**config.mk**
```make
export PLATFORM = sky130hd
export DESIGN_NAME = dds_phase_ctrl_flat
export DESIGN_NICKNAME = d
export VERILOG_FILES = /design/src/rtl/dds_if.sv /design/src/rtl/dds_phase_ctrl.sv /design/src/flat_wrapper.sv
export SDC_FILE = /design/constraint.sdc
export NUM_CORES = 1
export LEC_CHECK = 0
export ABC_AREA = 1
export CORE_UTILIZATION = 50
export DETAILED_ROUTE_END_ITERATION = 7
export GPL_TIMING_DRIVEN = 0
export PLACE_DENSITY = 0.77
export SYNTH_ARGS = -nofsm -noshare
export SYNTH_HDL_FRONTEND = slang
export SYNTH_SLANG_ARGS = --single-unit
```
**constraint.sdc**
```tcl
create_clock -name clk -period 4.2 [get_ports clk]
set_clock_uncertainty 0.15 [all_clocks]
set_input_delay 0.84 -clock clk [delete_from_list [all_inputs] [get_ports clk]]
set_output_delay 0.84 -clock clk [all_outputs]
set_load 0.01 [all_outputs]
```
**src/rtl/dds_if.sv**
```systemverilog
// DDS control/BRAM-read bundle between the phase controller and its user.
// master: stimulus side + BRAM data; slave: dds_phase_ctrl.
interface dds_if #(
  parameter int ACC_WIDTH  = 32,
  parameter int ADDR_WIDTH = 10,
  parameter int DATA_WIDTH = 14
);
  logic                  start;
  logic                  stop;
  logic                  ftw_load;
  logic [ACC_WIDTH-1:0]  ftw_in;
  logic [ADDR_WIDTH-1:0] poff_in;
  logic [ADDR_WIDTH-1:0] raddr;
  logic [DATA_WIDTH-1:0] rom_data;
  logic [DATA_WIDTH-1:0] wave_out;
  logic                  wave_valid;
  logic                  wrap;
  logic                  busy;

  modport master (
    output start, stop, ftw_load, ftw_in,
    output poff_in, rom_data,
    input  raddr, wave_out, wave_valid,
    input  wrap, busy
  );

  modport slave (
    input  start, stop, ftw_load, ftw_in,
    input  poff_in, rom_data,
    output raddr, wave_out, wave_valid,
    output wrap, busy
  );
endinterface

```
**src/rtl/dds_phase_ctrl.sv**
```systemverilog
// DDS phase accumulator + sine-table read front-end (1-cycle BRAM).
// Ports: clk, rst_n (async low), bus (dds_if.slave: ctrl, raddr, samples).
module dds_phase_ctrl #(
  parameter int ACC_WIDTH  = 32,
  parameter int ADDR_WIDTH = 10,
  parameter int DATA_WIDTH = 14
) (
  input logic clk,
  input logic rst_n,
  dds_if.slave bus
);

  typedef enum logic [1:0] {
    IDLE,
    RUN,
    DRAIN
  } state_t;

  state_t state;
  state_t state_nx;

  logic [ACC_WIDTH-1:0]  acc;
  logic [ACC_WIDTH-1:0]  ftw;
  logic [ACC_WIDTH:0]    acc_sum;
  logic [ADDR_WIDTH-1:0] raddr_q;
  logic [DATA_WIDTH-1:0] wave_q;
  logic                  valid_q;
  logic                  wrap_q;

  // v*: sample-valid pipe, p*: wrap tag riding alongside it
  logic v0;
  logic v1;
  logic cr;
  logic p0;
  logic p1;
  logic dcnt;

  logic go;
  logic step;

  assign acc_sum = {1'b0, acc} + {1'b0, ftw};

  always_ff @(posedge clk or negedge rst_n) begin
    if (!rst_n) begin
      state <= IDLE;
    end else begin
      state <= state_nx;
    end
  end

  always_comb begin
    state_nx = state;
    go       = 1'b0;
    step     = 1'b0;
    unique case (state)
      IDLE: begin
        if (bus.start && !bus.stop) begin
          state_nx = RUN;
          go       = 1'b1;
        end
      end
      RUN: begin
        if (bus.stop) begin
          state_nx = DRAIN;
        end else begin
          step = 1'b1;
        end
      end
      DRAIN: begin
        if (dcnt) begin
          state_nx = IDLE;
        end
      end
      default: state_nx = IDLE;
    endcase
  end

  always_ff @(posedge clk or negedge rst_n) begin
    if (!rst_n) begin
      ftw     <= '0;
      acc     <= '0;
      cr      <= 1'b0;
      raddr_q <= '0;
      v0      <= 1'b0;
      v1      <= 1'b0;
      p0      <= 1'b0;
      p1      <= 1'b0;
      wave_q  <= '0;
      valid_q <= 1'b0;
      wrap_q  <= 1'b0;
      dcnt    <= 1'b0;
    end else begin
      if (bus.ftw_load) begin
        ftw <= bus.ftw_in;
      end
      if (go) begin
        acc <= '0;
        cr  <= 1'b0;
      end else if (step) begin
        raddr_q <= acc[ACC_WIDTH-1 -: ADDR_WIDTH] + bus.poff_in;
        acc     <= acc_sum[ACC_WIDTH-1:0];
        cr      <= acc_sum[ACC_WIDTH];
      end
      // carry from the previous update marks the address issued now
      v0      <= step;
      p0      <= step & cr;
      v1      <= v0;
      p1      <= p0;
      valid_q <= v1;
      wrap_q  <= v1 & p1;
      if (v1) begin
        wave_q <= bus.rom_data;
      end
      dcnt <= (state == DRAIN) & ~dcnt;
    end
  end

  assign bus.raddr      = raddr_q;
  assign bus.wave_out   = wave_q;
  assign bus.wave_valid = valid_q;
  assign bus.wrap       = wrap_q;
  assign bus.busy       = (state != IDLE);

endmodule

```
**src/flat_wrapper.sv**
```systemverilog
// flat-port wrapper written by rule: the top's interface ports become plain ports
module dds_phase_ctrl_flat 
#(
  parameter int ACC_WIDTH  = 32,
  parameter int ADDR_WIDTH = 10,
  parameter int DATA_WIDTH = 14
)
  (clk, rst_n, bus_start, bus_stop, bus_ftw_load, bus_ftw_in, bus_poff_in, bus_rom_data, bus_raddr, bus_wave_out, bus_wave_valid, bus_wrap, bus_busy);
  dds_if #(.ACC_WIDTH(ACC_WIDTH), .ADDR_WIDTH(ADDR_WIDTH), .DATA_WIDTH(DATA_WIDTH)) bus_i ();
  input logic clk;
  input logic rst_n;
  input wire logic [$bits(bus_i.start)-1:0] bus_start;
  input wire logic [$bits(bus_i.stop)-1:0] bus_stop;
  input wire logic [$bits(bus_i.ftw_load)-1:0] bus_ftw_load;
  input wire logic [$bits(bus_i.ftw_in)-1:0] bus_ftw_in;
  input wire logic [$bits(bus_i.poff_in)-1:0] bus_poff_in;
  input wire logic [$bits(bus_i.rom_data)-1:0] bus_rom_data;
  output wire logic [$bits(bus_i.raddr)-1:0] bus_raddr;
  output wire logic [$bits(bus_i.wave_out)-1:0] bus_wave_out;
  output wire logic [$bits(bus_i.wave_valid)-1:0] bus_wave_valid;
  output wire logic [$bits(bus_i.wrap)-1:0] bus_wrap;
  output wire logic [$bits(bus_i.busy)-1:0] bus_busy;
  assign bus_i.start = bus_start;
  assign bus_i.stop = bus_stop;
  assign bus_i.ftw_load = bus_ftw_load;
  assign bus_i.ftw_in = bus_ftw_in;
  assign bus_i.poff_in = bus_poff_in;
  assign bus_i.rom_data = bus_rom_data;
  assign bus_raddr = bus_i.raddr;
  assign bus_wave_out = bus_i.wave_out;
  assign bus_wave_valid = bus_i.wave_valid;
  assign bus_wrap = bus_i.wrap;
  assign bus_busy = bus_i.busy;
  dds_phase_ctrl #(.ACC_WIDTH(ACC_WIDTH), .ADDR_WIDTH(ADDR_WIDTH), .DATA_WIDTH(DATA_WIDTH)) u_core (.clk(clk), .rst_n(rst_n), .bus(bus_i));
endmodule
```
==> results of run 1 <==
-- worst max-delay path, cell delays in order --
cell and delay (ns):
clkdlybuf4s50_1 0.40, ha_1 0.26, fa_1 0.42, nand3_1 0.09
nand2_1 0.11, a21oi_1 0.17, xor2_1 0.14, o21ai_0 0.08
-- metrics by stage --
stage	setup WS, ns	util (%)	instance area (µm²)
3_5_place_dp	1.37	61.2	7470
4_1_cts	1.74	64.0	7820
5_1_grt	1.61	64.0	7820
2_1_floorplan	1.93	-	6380
6_report	1.74	64.0	7820
3_3_place_gp	-1.45	61.0	7450
-- cell type report --
cell class / count / area (µm²)
fillers: 1142 / 4390
clock inverters: 6 / 115
inverters: 134 / 503
repair buffers: 87 / 886
flip-flops and latches: 98 / 2450
multi-input cells: 611 / 3350
well taps: 168 / 210
clock buffers: 10 / 229
plain buffers: 14 / 71.3
-- kinds of logic (layout without fill, tap and decap cells) --
| group | Yosys count | after routing | share of synthesized area (%) |
|---|---|---|---|
| compound gates | 71 | 71 | 6.16 |
| mux | 46 | 46 | 8.12 |
| fa+ha+maj | 43 | 43 | 8.67 |
| simple gates | 443 | 443 | 28.5 |
| flops | 98 | 98 | 38.4 |
| xor+xnor | 8 | 8 | 1.10 |
| buf+inv | 148 | 251 | 9.00 |
-- routing by layer --
layer	vias to the layer above	track usage (%)	part of all wire, %
met5	-	0	0
met4	0	8.74	2.1
met3	26	3.80	6.7
met2	166	40.6	45
met1	2538	31.7	46
li1	2889	-	-
-- cell usage in the layout, fill, tap and decap left out, types with 2 or more instances in the layout --
cell type and instances:
fa_1 2, xor2_1 2, mux2_1 2, nand2_2 7
clkbuf_1 4, nand4_1 7, bufinv_16 3, inv_2 3
clkbuf_16 9, a22o_1 2, nor2_1 42, a31oi_1 2
dfrtp_1 98, mux2_2 44, a32o_1 2, clkinv_4 2
ha_1 41, and2_1 3, a21o_1 2, buf_2 9
o21bai_1 4, nand3b_1 2, xnor2_1 6, nor2_2 2
inv_1 131, nand2_1 322, nand3_1 44, o21ai_0 25
nor3_1 6, nor2_4 2, a21oi_1 33, or2_2 3
clkdlybuf4s50_1 85
-- power groups by stage --
stage	Combinational, µW	Clock (µW)	Sequential [µW]
2_1_floorplan	1460	0	1420
3_3_place_gp	2160	0	1390
3_5_place_dp	2210	0	1410
4_1_cts	2230	958	1390
5_1_grt	2530	998	1420
6_report	2240	947	1390
-- how the worst max path moves through the flow --
stage / end / from / cells after the start
finish: u_core.bus.raddr[6] / bus_poff_in[0] / 8
global route: u_core.bus.raddr[6] / bus_poff_in[0] / 8
CTS: u_core.bus.raddr[6] / bus_poff_in[0] / 8
detailed placement: u_core.bus.raddr[6] / bus_poff_in[0] / 8
global placement: u_core.acc[25] / rst_n / 1
floorplan: u_core.bus.raddr[6] / bus_poff_in[0] / 7
-- registers in the layout, indices dropped and copies added (netlist names) --
name                   count
u_core.v0                  1
u_core.ftw                32
u_core.bus.wrap            1
u_core.bus.wave_valid      1
u_core.p0                  1
u_core.state               2
u_core.cr                  1
u_core.v1                  1
u_core.dcnt                1
u_core.acc                32
u_core.bus.raddr          10
u_core.p1                  1
u_core.bus.wave_out       14
==> results.md, run 1 <==
- Global routing used 24.2% of the available tracks across all layers.
- The total area inside the core boundary comes to 12,200 µm².
- Setup repair after global routing left no endpoint under its margin.
- The remaining design rule violation count is 0.
- The worst register-to-register path has a setup slack of between 1.5 and 2 ns.
- Entering global routing, the biggest net connects 64 pins.
- The y dimension of the die is between 100 and 150 µm.
- In this run, synthesis produced a sequential element count of between 90 and 100.
- The clock passes through at most 2 buffers.
- The first-pass iteration count of the detailed router is 5.
- The critical path data required time is 4.25 ns.
- Per report_power, the sequential group accounts for between 30 and 40% of the total.
- The number of non-filler instances in the completed layout is 1,128.
- The number of routed nets with antenna violations is 0.
- The run finished with clean final reports.
- The top-level port count is 88.
- The synthesis-to-finish area growth is 22.6%.
- The number of antenna diodes in the final layout is 0.
- In the final routed layout, each cell accounts on average for 13.3 µm.
- The floorplan die width is 115 µm.
- The initial antenna violation count was 0.
- The number of flops mapped to enable cells by yosys is 0.
- The endpoint of the lowest-slack register-to-register path is u_core.acc[24].
- The post-CTS clock slew at the launch and capture registers of the worst setup and hold paths is ~0.070 ns.
- Combinational cells account for approximately half of the total power.
- The final weighted congestion of routability-driven global placement is 0.983.
- The via count of the first global-routing pass was between 5,000 and 6,000.
- The worst pin sits at a relative slew slack of 60.9%.
- The worst hold path passes through 0 cells.
- The distinct cell type count after synthesis is 35.
- The share of flip-flops with an asynchronous set or reset after synthesis is 100%.
- The number of setup buffers added after CTS is 0.
- Yosys printed 0 warnings.
- The initialized floorplan defines 40 standard-cell rows.
- Timing would allow up to a little over 400 MHz.
- The starting DRC count in detailed routing is 324.
- The first-pass GRT wire length is roughly 25,000 µm.
- The later pin in the worst-skew pair is clocked with a latency of approximately 0.35 ns.
- The final worst hold slack is roughly 0.20 ns.
- The start-to-end type of the worst setup path is in -> reg.
- The element type at the critical path start is a primary input.
- The synthesized design spends more area on one cell type than any other, namely dfrtp_1.
- The final layout contains around 1,100 nets.
- The initial standard-cell utilization of the core is 52.2%.
- By area the synthesized netlist is led by dfrtp_1 (38%), nand2_1 (19%), ha_1 (8.0%).
- Summing internal, switching and leakage power gives around 4600 µW.
- In this run switching power makes up between 40% and 50% of total power.
- The number of hold violations in the final report came to 0.
- The count of buffers from port buffering is 86.
- The most frequent cell after synthesis is nand2_1.
- Dividing the synthesized area by the synthesized cell count gives 7.44 µm².
- The startpoint of the worst hold path is u_core.p0.
- Subtracting the final worst setup slack from the clock period gives between 2 and 2.5 ns.
- The number of cells in the design after placement is ~1,100.
- The dominant synthesized flop cell is dfrtp_1.
- The root buffer cell chosen for the clock tree is clkbuf_16.
- The part of the Yosys area used for sequential elements is around two fifths.
- The largest vdd supply drop is between 200 and 300 µV.
- The max-slew violation count was 0.
- STA classifies the critical path endpoint as a flop.
- In the synthesized netlist, the cells that appear most often are nand2_1 (322), inv_1 (131), dfrtp_1 (98), mux2_2 (44), nand3_1 (44).
- The ratio of final minimum period to clock period is 58.5%.
- The type of the tightest min-delay check is reg -> reg.
- The internal power of the cells totals roughly 2700 µW.
- The slew at the pin closest to its max-slew limit is 0.587 ns.
- TritonCTS built the clock tree.
- The total vias in the final route is between 5,000 and 6,000.
- For this design, the sink count on the clock tree is 98.
- For the worst setup path, the data arrival time is 2.51 ns.
- The post-cts sizing count is 0.
- The count of maximum capacitance violations is 0.
- The net switching power of the design is between 1500 and 2000 µW.
- Per report_power, the clock group accounts for 20.7% of the total.
- In this run the worst path has a maximum fanout of 4.
- The portion of synthesized cell area occupied by the leading cell type is 38.4%.
- The final setup TNS is 0 ns.
- The sum of net half-perimeters after detailed placement is approximately 12,000 µm.
- The die outline area is 13,200 µm².
- The analysis attributes to cell leakage a power of ~0.0042 µW.
- The logic depth of the worst register-to-register path is 12.
- The post-synthesis instance area is about 6400 µm².
- The cell count after synthesis came out at ~860.
- The number of nets handed over by synthesis was around 960.
- Counting the buffers created by CTS gives 9.
- The endpoint with the worst hold slack is u_core.p1.
- Cells with a size suffix above 1 make up under 10% of the layout.
- The clock tree synthesis step divided the H-tree into 3 levels.
- In the routed layout, each cell is associated on average with a via count of between 4 and 5.
- The routed wire length is around 15,000 µm.
- Power spread over the standard cell area amounts to 585 nW/µm².
- The startpoint identified for the worst register-to-register timing path is u_core.ftw[0].
- After clock tree synthesis, the flow added hold-fix buffers numbering 0.
- The final-report setup violation count is 0.
- For this run the aggregate overflow at the end of global routing stands at 0.
Note: power is estimated with default switching activity, not from simulation.
==> inputs of run 2 (changes only) <==
--- a/config.mk
+++ b/config.mk
@@ -9,7 +9,7 @@
 export CORE_UTILIZATION = 50
 export DETAILED_ROUTE_END_ITERATION = 7
 export GPL_TIMING_DRIVEN = 0
-export PLACE_DENSITY = 0.77
+export PLACE_DENSITY = 0.8
 export SYNTH_ARGS = -nofsm -noshare
 export SYNTH_HDL_FRONTEND = slang
 export SYNTH_SLANG_ARGS = --single-unit
==> constraint.sdc (replaced) <==
create_clock -name clk -period 2.1 [get_ports clk]
set_clock_uncertainty 0.15 [all_clocks]
set_input_delay 0.42 -clock clk [delete_from_list [all_inputs] [get_ports clk]]
set_output_delay 0.42 -clock clk [all_outputs]
set_load 0.01 [all_outputs]
==> results.md, run 2 (synthesis results as in run 1) <==
- The flow ran to the end, and the final reports show no timing, DRC or antenna violations.
- The via count of the first global-routing pass came to 5,423.
- The via density per instance is 5.07.
- Clock tree synthesis inserted a total of 9 buffers.
- Headroom to the max-slew limit came out at 60.0%.
- The H-tree was split into 3 levels.
- The initial antenna violation count came to 0.
- Traced cell by cell, the critical path runs through ha_2 -> fa_2 -> nand3_2 -> nand3_4 -> nand2_2 -> nand2_2 -> nand2_2 -> nand2_4 -> nand2_2 -> nand2_1 -> nand2_1 -> nand3_2 -> nand2_1.
- The share of post-route cells with drive strength above 1 is 16.1%.
- The max-slew violation count came to 0.
- The slew at the pin closest to its max-slew limit is roughly 0.6 ns.
- After the flow finishes, the layout carries non-filler instances totaling 1,138.
- The cell area after layout is 8280 µm².
- STA classifies the critical path endpoint as a flop.
- The site row count is 40.
- Setup repair after global routing could not meet its margin everywhere.
- In the final timing run, aggregate negative setup slack is 0 ns.
- Leaving out fill and tap cells, the most frequent cells in the layout are nand2_1 (307), inv_1 (130), dfrtp_1 (95).
- The total vias in the final route is approximately 5,800.
- Across the run, the number of max-cap violations was 0.
- The initial utilization of the core area, before any placement, comes to ~52%.
- The first global-routing pass estimated roughly 26,000 µm of wire.
- The number of routed nets with antenna violations is 0.
- The critical path data required time is 2.25 ns.
- The sink count of the clock tree is between 90 and 100.
- The delay of the slowest cell on the worst path is around 0.39 ns.
- At the later pin of the worst-skew pair, clock insertion delay measures roughly 0.36 ns.
- The slowest stage of the critical path belongs to the cell dfrtp_1.
- The clock period minus worst slack is 2.06 ns.
- The power per cell area is ~1200 nW/µm².
- The worst register-to-register path ends at u_core.acc[24].
- Buffers placed on the I/O ports in this run total 86.
- The startpoint identified for the worst register-to-register timing path is u_core.ftw[0].
- Counting tap cells, the placed design contains a total of between 1,000 and 1,500 instances.
- The number of hold violations in the final report is 0.
- The overall global routing resource usage is 25.1%.
- Routability-driven placement finished with a final weighted congestion of between 0.9 and 1.
- The worst hold path belongs to the class reg -> reg.
- The y dimension of the die is around 110 µm.
- The element type at the critical path start is a flop.
- The remaining design rule violation count is 0.
- The first-pass iteration count of the detailed router is 5.
- The final-report setup violation count is 0.
- The routed wirelength normalized by instance count is approximately 14 µm.
- The logic depth of the worst register-to-register path is 13.
- Data arrives at the worst endpoint at about 2.2 ns.
- The net total in the final layout is between 1,000 and 1,500.
- The startpoint of the worst hold path is u_core.v0.
- Of all nets on the critical path, the largest fanout is 5.
- The register-to-register setup slack is ~0.041 ns.
- The pin count of the biggest net entering global routing is 62.
- From left edge to right edge, the die measures between 100 and 150 µm.
- The core region is 12,200 µm².
- The largest vdd supply drop is around 450 µV.
- In this run, the number of DRC markers left after iteration 0 of detailed routing was between 200 and 300.
- The ratio of final minimum period to clock period is between 90% and 100%.
- The die outline area is about 13,000 µm².
- Summing all placed instances gives a cell area of between 7000 and 8000 µm².
- The synthesis-to-finish area growth is 29.8%.
- The most frequent standard cell in the layout excluding fill and tap cells is nand2_1.
- The endpoint with the worst hold slack is u_core.v1.
- TritonCTS built the clock tree.
- During I/O placement, the number of pins put on the boundary was between 80 and 90.
- The CTS root buffer is clkbuf_16.
- The worst hold path was traced through 0 stages.
- The number of diodes added for antenna fixing is 0.
- The start-to-end type of the worst setup path is reg -> reg.
- By instance count, the cell type seen most on the critical path is nand2_2.
- The maximum root-to-sink buffer count is 2.
- The post-CTS clock slew at the launch and capture registers of the worst setup and hold paths is ~0.07 ns.
- The total grt overflow is 0.
- The routed wire length is 16,100 µm.
- Timing would allow up to approximately 490 MHz.
- For this design the static power due to leakage is about 0.0043 µW.
- After legalization and detailed placement, the total HPWL measured 11,800 µm.
==> run 2: cell count changes in the layout (fill, tap and decap cells not counted), moves of 5 or more <==
| cell | change |
|---|---|
| nor2_1 | -5 |
| buf_4 | +9 |
| ha_4 | +21 |
| nand2_1 | -15 |
| nand2_2 | +14 |
| ha_1 | -25 |
==> run 2: cell type report <==
class,count,area [µm²]
sequential,98,2460
clock inverter,6,113
timing repair buffer,97,963
clock buffer,10,229
multi-input combinational,611,3730
inverter,134,503
fill,1051,3930
tap,168,210
buffer,14,71.3
==> run 2: worst max path at each step <==
stage | startpoint | to | slack, ns
after global placement | rst_n | u_core.acc[25] | -3.12
final | u_core.ftw[0] | u_core.acc[24] | 0.04
after global routing | u_core.ftw[0] | u_core.acc[24] | -0.06
after CTS | u_core.acc[22] | u_core.acc[27] | 0.007
after detailed placement | bus_poff_in[0] | u_core.bus.raddr[6] | -0.35
after floorplan | u_core.ftw[0] | u_core.acc[24] | 0.12
==> run 2: what timing repair did <==
action | in CTS | in global routing
pin swaps | 3 | 12
hold endpoints to repair | 37 | 0
endpoints found under the setup margin | 9 | 21
hold buffers | 1 | 0
setup buffers | 4 | 5
gates resized for setup | 9 | 62
==> run 2: stage by stage <==
stage	total power [µW]	hold WS, ns	setup slack, ns	util, %
2_1_floorplan	5770	-0.0256	0.122	-
3_3_place_gp	7120	0.182	-3.12	61.0
3_5_place_dp	7240	0.191	-0.346	61.2
4_1_cts	9240	0.206	0.00723	64.7
5_1_grt	10600	0.220	-0.0628	67.8
6_report	9810	0.203	0.0410	67.8
==> run 2: routing by layer <==
metal,part of all wire (%),track usage [%],up-vias
met5,0,0,-
li1,-,-,2910
met3,5.6,4.85,36
met4,2.6,10.8,0
met2,48,41.8,201
met1,44,31.9,2628
==> run 2: worst max-delay path, delay by kind of cell (launching register included) <==
family,cells,cell delay (ns)
simple gates,11,0.89
fa+ha+maj,2,0.58
flops,1,0.39
==> run 2: where the power goes <==
part / leakage, µW / switching (µW) / internal, µW
clock: 0.000167 / 735 / 1170
combinational: 0.00286 / 2770 / 2250
sequential: 0.00122 / 442 / 2450
total: 0.00425 / 3950 / 5860
==> inputs of run 3 (changes only) <==
==> constraint.sdc (replaced) <==
create_clock -name clk -period 2.1 [get_ports clk]
set_clock_uncertainty 0.15 [all_clocks]
set_input_delay 0.525 -clock clk [delete_from_list [all_inputs] [get_ports clk]]
set_output_delay 0.525 -clock clk [all_outputs]
set_load 0.01 [all_outputs]
==> results.md, run 3 (synthesis results as in run 1) <==
- The startpoint identified for the worst register-to-register timing path is u_core.acc[0].
- The final critical path takes up 98.6% of the cycle.
- The maximum root-to-sink buffer count is 2.
- 0 antenna diodes ended up in the layout.
- Along the worst path, the maximum fanout reaches 5.
- TritonCTS built the clock tree.
- The number of buffers added by the clock tree synthesis step is 9.
- The net total in the final layout is 1,072.
- The routed wirelength normalized by instance count is between 10 and 15 µm.
- Of the cells placed in the final design, the portion with a size suffix greater than 1 is about 17%.
- The number of non-filler instances in the completed layout is 1,141.
- The initial antenna violation count is 0.
- The floorplan step defined a core boundary enclosing ~12,000 µm².
- The share of total power consumed by net switching is between 40% and 50%.
- The most numerous cell type found on the critical path is nand2_2.
- STA classifies the critical path startpoint as a flop.
- The clock period minus worst slack is between 2 and 2.5 ns.
- The layout filler cell count is 1,038.
- For this block, the routed nets add up to roughly 16,000 µm of wire.
- The synthesis-to-finish area growth is 30.5%.
- The overall global routing resource usage is roughly 25%.
- The final worst hold slack is 0.203 ns.
- Once detail routing completed, the nets flagged for antenna violations numbered 0.
- The internal power summed over all cells is ~5900 µW.
- The die is about 110 µm wide.
- After clock tree synthesis, the clock-pin slew on the worst setup and hold paths is roughly 0.07 ns.
- Timing would allow up to roughly 480 MHz.
- The largest single stage delay on the critical path is ~0.39 ns.
- The total grt overflow is 0.
- The run finished with clean final reports.
- The net switching power of the design is 3950 µW.
- The critical path's top delay family is simple AND/OR/NAND/NOR gates.
- The count of buffers from port buffering is 86.
- The via count of the first global-routing pass came to 5,411.
- Summed over all nets, the half-perimeter wirelength after detailed placement is around 12,000 µm.
- The most critical setup path has its startpoint at u_core.acc[0].
- Traced cell by cell, the critical path runs through ha_2 -> fa_2 -> nand3_2 -> nand3_4 -> nand2_2 -> nand2_2 -> nand2_2 -> nand2_4 -> nand2_2 -> nand2_1 -> nand2_1 -> nand3_2 -> nand2_1.
- The die is ~110 µm tall.
- The H-tree was split into 3 levels.
- The startpoint of the worst hold path is u_core.v0.
- between 80 and 90 I/O pins were placed.
- For this block, the initial DRC count from the detailed router was 303.
- The number of hold violations in the final report is 0.
- The clock insertion delay at the later pin of the skew report is ~0.36 ns.
- The number of cells in the design after placement is 1,112.
- The total vias in the final route is between 5,000 and 6,000.
- The sink count of the clock tree is 98.
- Data arrives at the worst endpoint at around 2.2 ns.
- Setup repair after global routing could not meet its margin everywhere.
- Using the TritonRoute via totals, the vias-per-cell ratio works out to about 5.
- The worst max-slew margin expressed relative to the limit is roughly three fifths.
- Clock tree synthesis selected as its root buffer the cell clkbuf_16.
- The final weighted congestion of routability-driven global placement is between 0.9 and 1.
- The most frequent standard cell in the layout excluding fill and tap cells is nand2_1.
- The largest vdd supply drop is around 450 µV.
- The start-to-end type of the worst setup path is reg -> reg.
- The portion of total power attributed to combinational logic is 51.3%.
- The critical path data required time is roughly 2.3 ns.
- The setup slack at placement is -0.451 ns.
- Once placement finished, the instance area stood at roughly 7500 µm².
- Of the total power, registers draw just under 30%.
- The first-pass GRT wire length is about 25,000 µm.
- The type of the tightest min-delay check is reg -> reg.
- The first-pass iteration count of the detailed router is 7.
- The clock power share is 19.3%.
- The die outline area is between 10,000 and 15,000 µm².
- The site row count is 40.
- For the pin with the worst max-slew slack, the measured transition is about 0.6 ns.
- STA classifies the critical path endpoint as a flop.
- The number of buffers and inverters on the critical path is 0.
- For this design the ratio of total power to cell area is 1180 nW/µm².
- The max-slew violation count is 0.
- The highest-delay cell along the critical path is dfrtp_1.
- Summing all multi-input logic gate instances after layout gives 3760 µm².
- Leaving out fill and tap cells, the most frequent cells in the layout are nand2_1 (305), inv_1 (130), dfrtp_1 (95).
- The tool flagged a number of max-cap violations equal to 0.
- The final-report setup violation count is 0.
- The initial standard-cell utilization of the core is 52.2%.
- The pin count of the biggest net entering global routing is slightly above 60.
- In this run the static leakage power is approximately 0.0043 µW.
- The register cell area after layout is ~2500 µm².
- The cell area after layout is about 8300 µm².
- The remaining design rule violation count is 0.
- In the post-route analysis, the smallest setup slack over all paths is 0.0301 ns.
==> run 3: path summary, 6_finish.rpt <==
| path | endpoint | slack (ns) | cells after the start |
|---|---|---|---|
| worst max-delay path | u_core.acc[24] | 0.03 | 13 |
| worst min-delay path | u_core.v1 | 0.20 | 0 |
| worst max register to register | u_core.acc[24] | 0.03 | 13 |
| worst min register to register | u_core.v1 | 0.20 | 0 |
| max in group asynchronous | u_core.acc[25] | 0.60 | 3 |
| min in group asynchronous | u_core.acc[3] | 0.53 | 2 |
==> run 3: layout make-up <==
| class | count | share of cell area, % |
|---|---|---|
| multi-input combinational | 611 | 45.1 |
| sequential | 98 | 29.5 |
| timing repair buffer | 100 | 11.9 |
| inverter | 134 | 6.04 |
| clock buffer | 10 | 2.75 |
| tap | 168 | 2.52 |
| clock inverter | 6 | 1.35 |
| buffer | 14 | 0.856 |
==> run 3: metrics by stage <==
| step | total power (µW) | setup TNS [ns] | util (%) |
|---|---|---|---|
| 2_1_floorplan | 5770 | 0 | - |
| 5_1_grt | 10600 | -0.304 | 68.2 |
| 3_5_place_dp | 7240 | -4.70 | 61.2 |
| 3_3_place_gp | 7120 | -319.17 | 61.0 |
| 4_1_cts | 9230 | -0.0225 | 64.6 |
| 6_report | 9850 | 0 | 68.2 |
==> run 3: metal layers <==
| layer | vias up | routed length, µm | track usage, % |
|---|---|---|---|
| met1 | 2594 | 6920 | 31.6 |
| li1 | 2910 | - | - |
| met4 | 0 | 437 | 10.3 |
| met3 | 36 | 1010 | 4.90 |
| met5 | - | 0 | 0 |
| met2 | 182 | 7510 | 41.9 |
==> run 3: power by group through the flow <==
stage,registers (µW),logic (µW),clock network (µW)
after floorplan,2840,2930,0
after global placement,2790,4330,0
after detailed placement,2820,4430,0
after CTS,2790,4520,1920
after global routing,2950,5660,2020
final,2890,5060,1900
==> run 3: timing repair <==
| action | CTS | global route |
|---|---|---|
| buffers inserted | 3 | 9 |
| pin swaps | 1 | 13 |
| hold endpoints to repair | 17 | 0 |
| setup endpoints to repair | 11 | 21 |
| gates cloned | 0 | 0 |
| hold buffers | 1 | 0 |
| gates resized for setup | 10 | 68 |
==> run 3: worst register-to-register path, stage by stage, from the launching register on <==
cell and delay (ns):
dfrtp_1 0.39, ha_2 0.20, fa_2 0.37, nand3_2 0.11, nand3_4 0.12, nand2_2 0.10, nand2_2 0.07, nand2_2 0.09
nand2_4 0.07, nand2_2 0.07, nand2_1 0.05, nand2_1 0.08, nand3_2 0.08, nand2_1 0.06
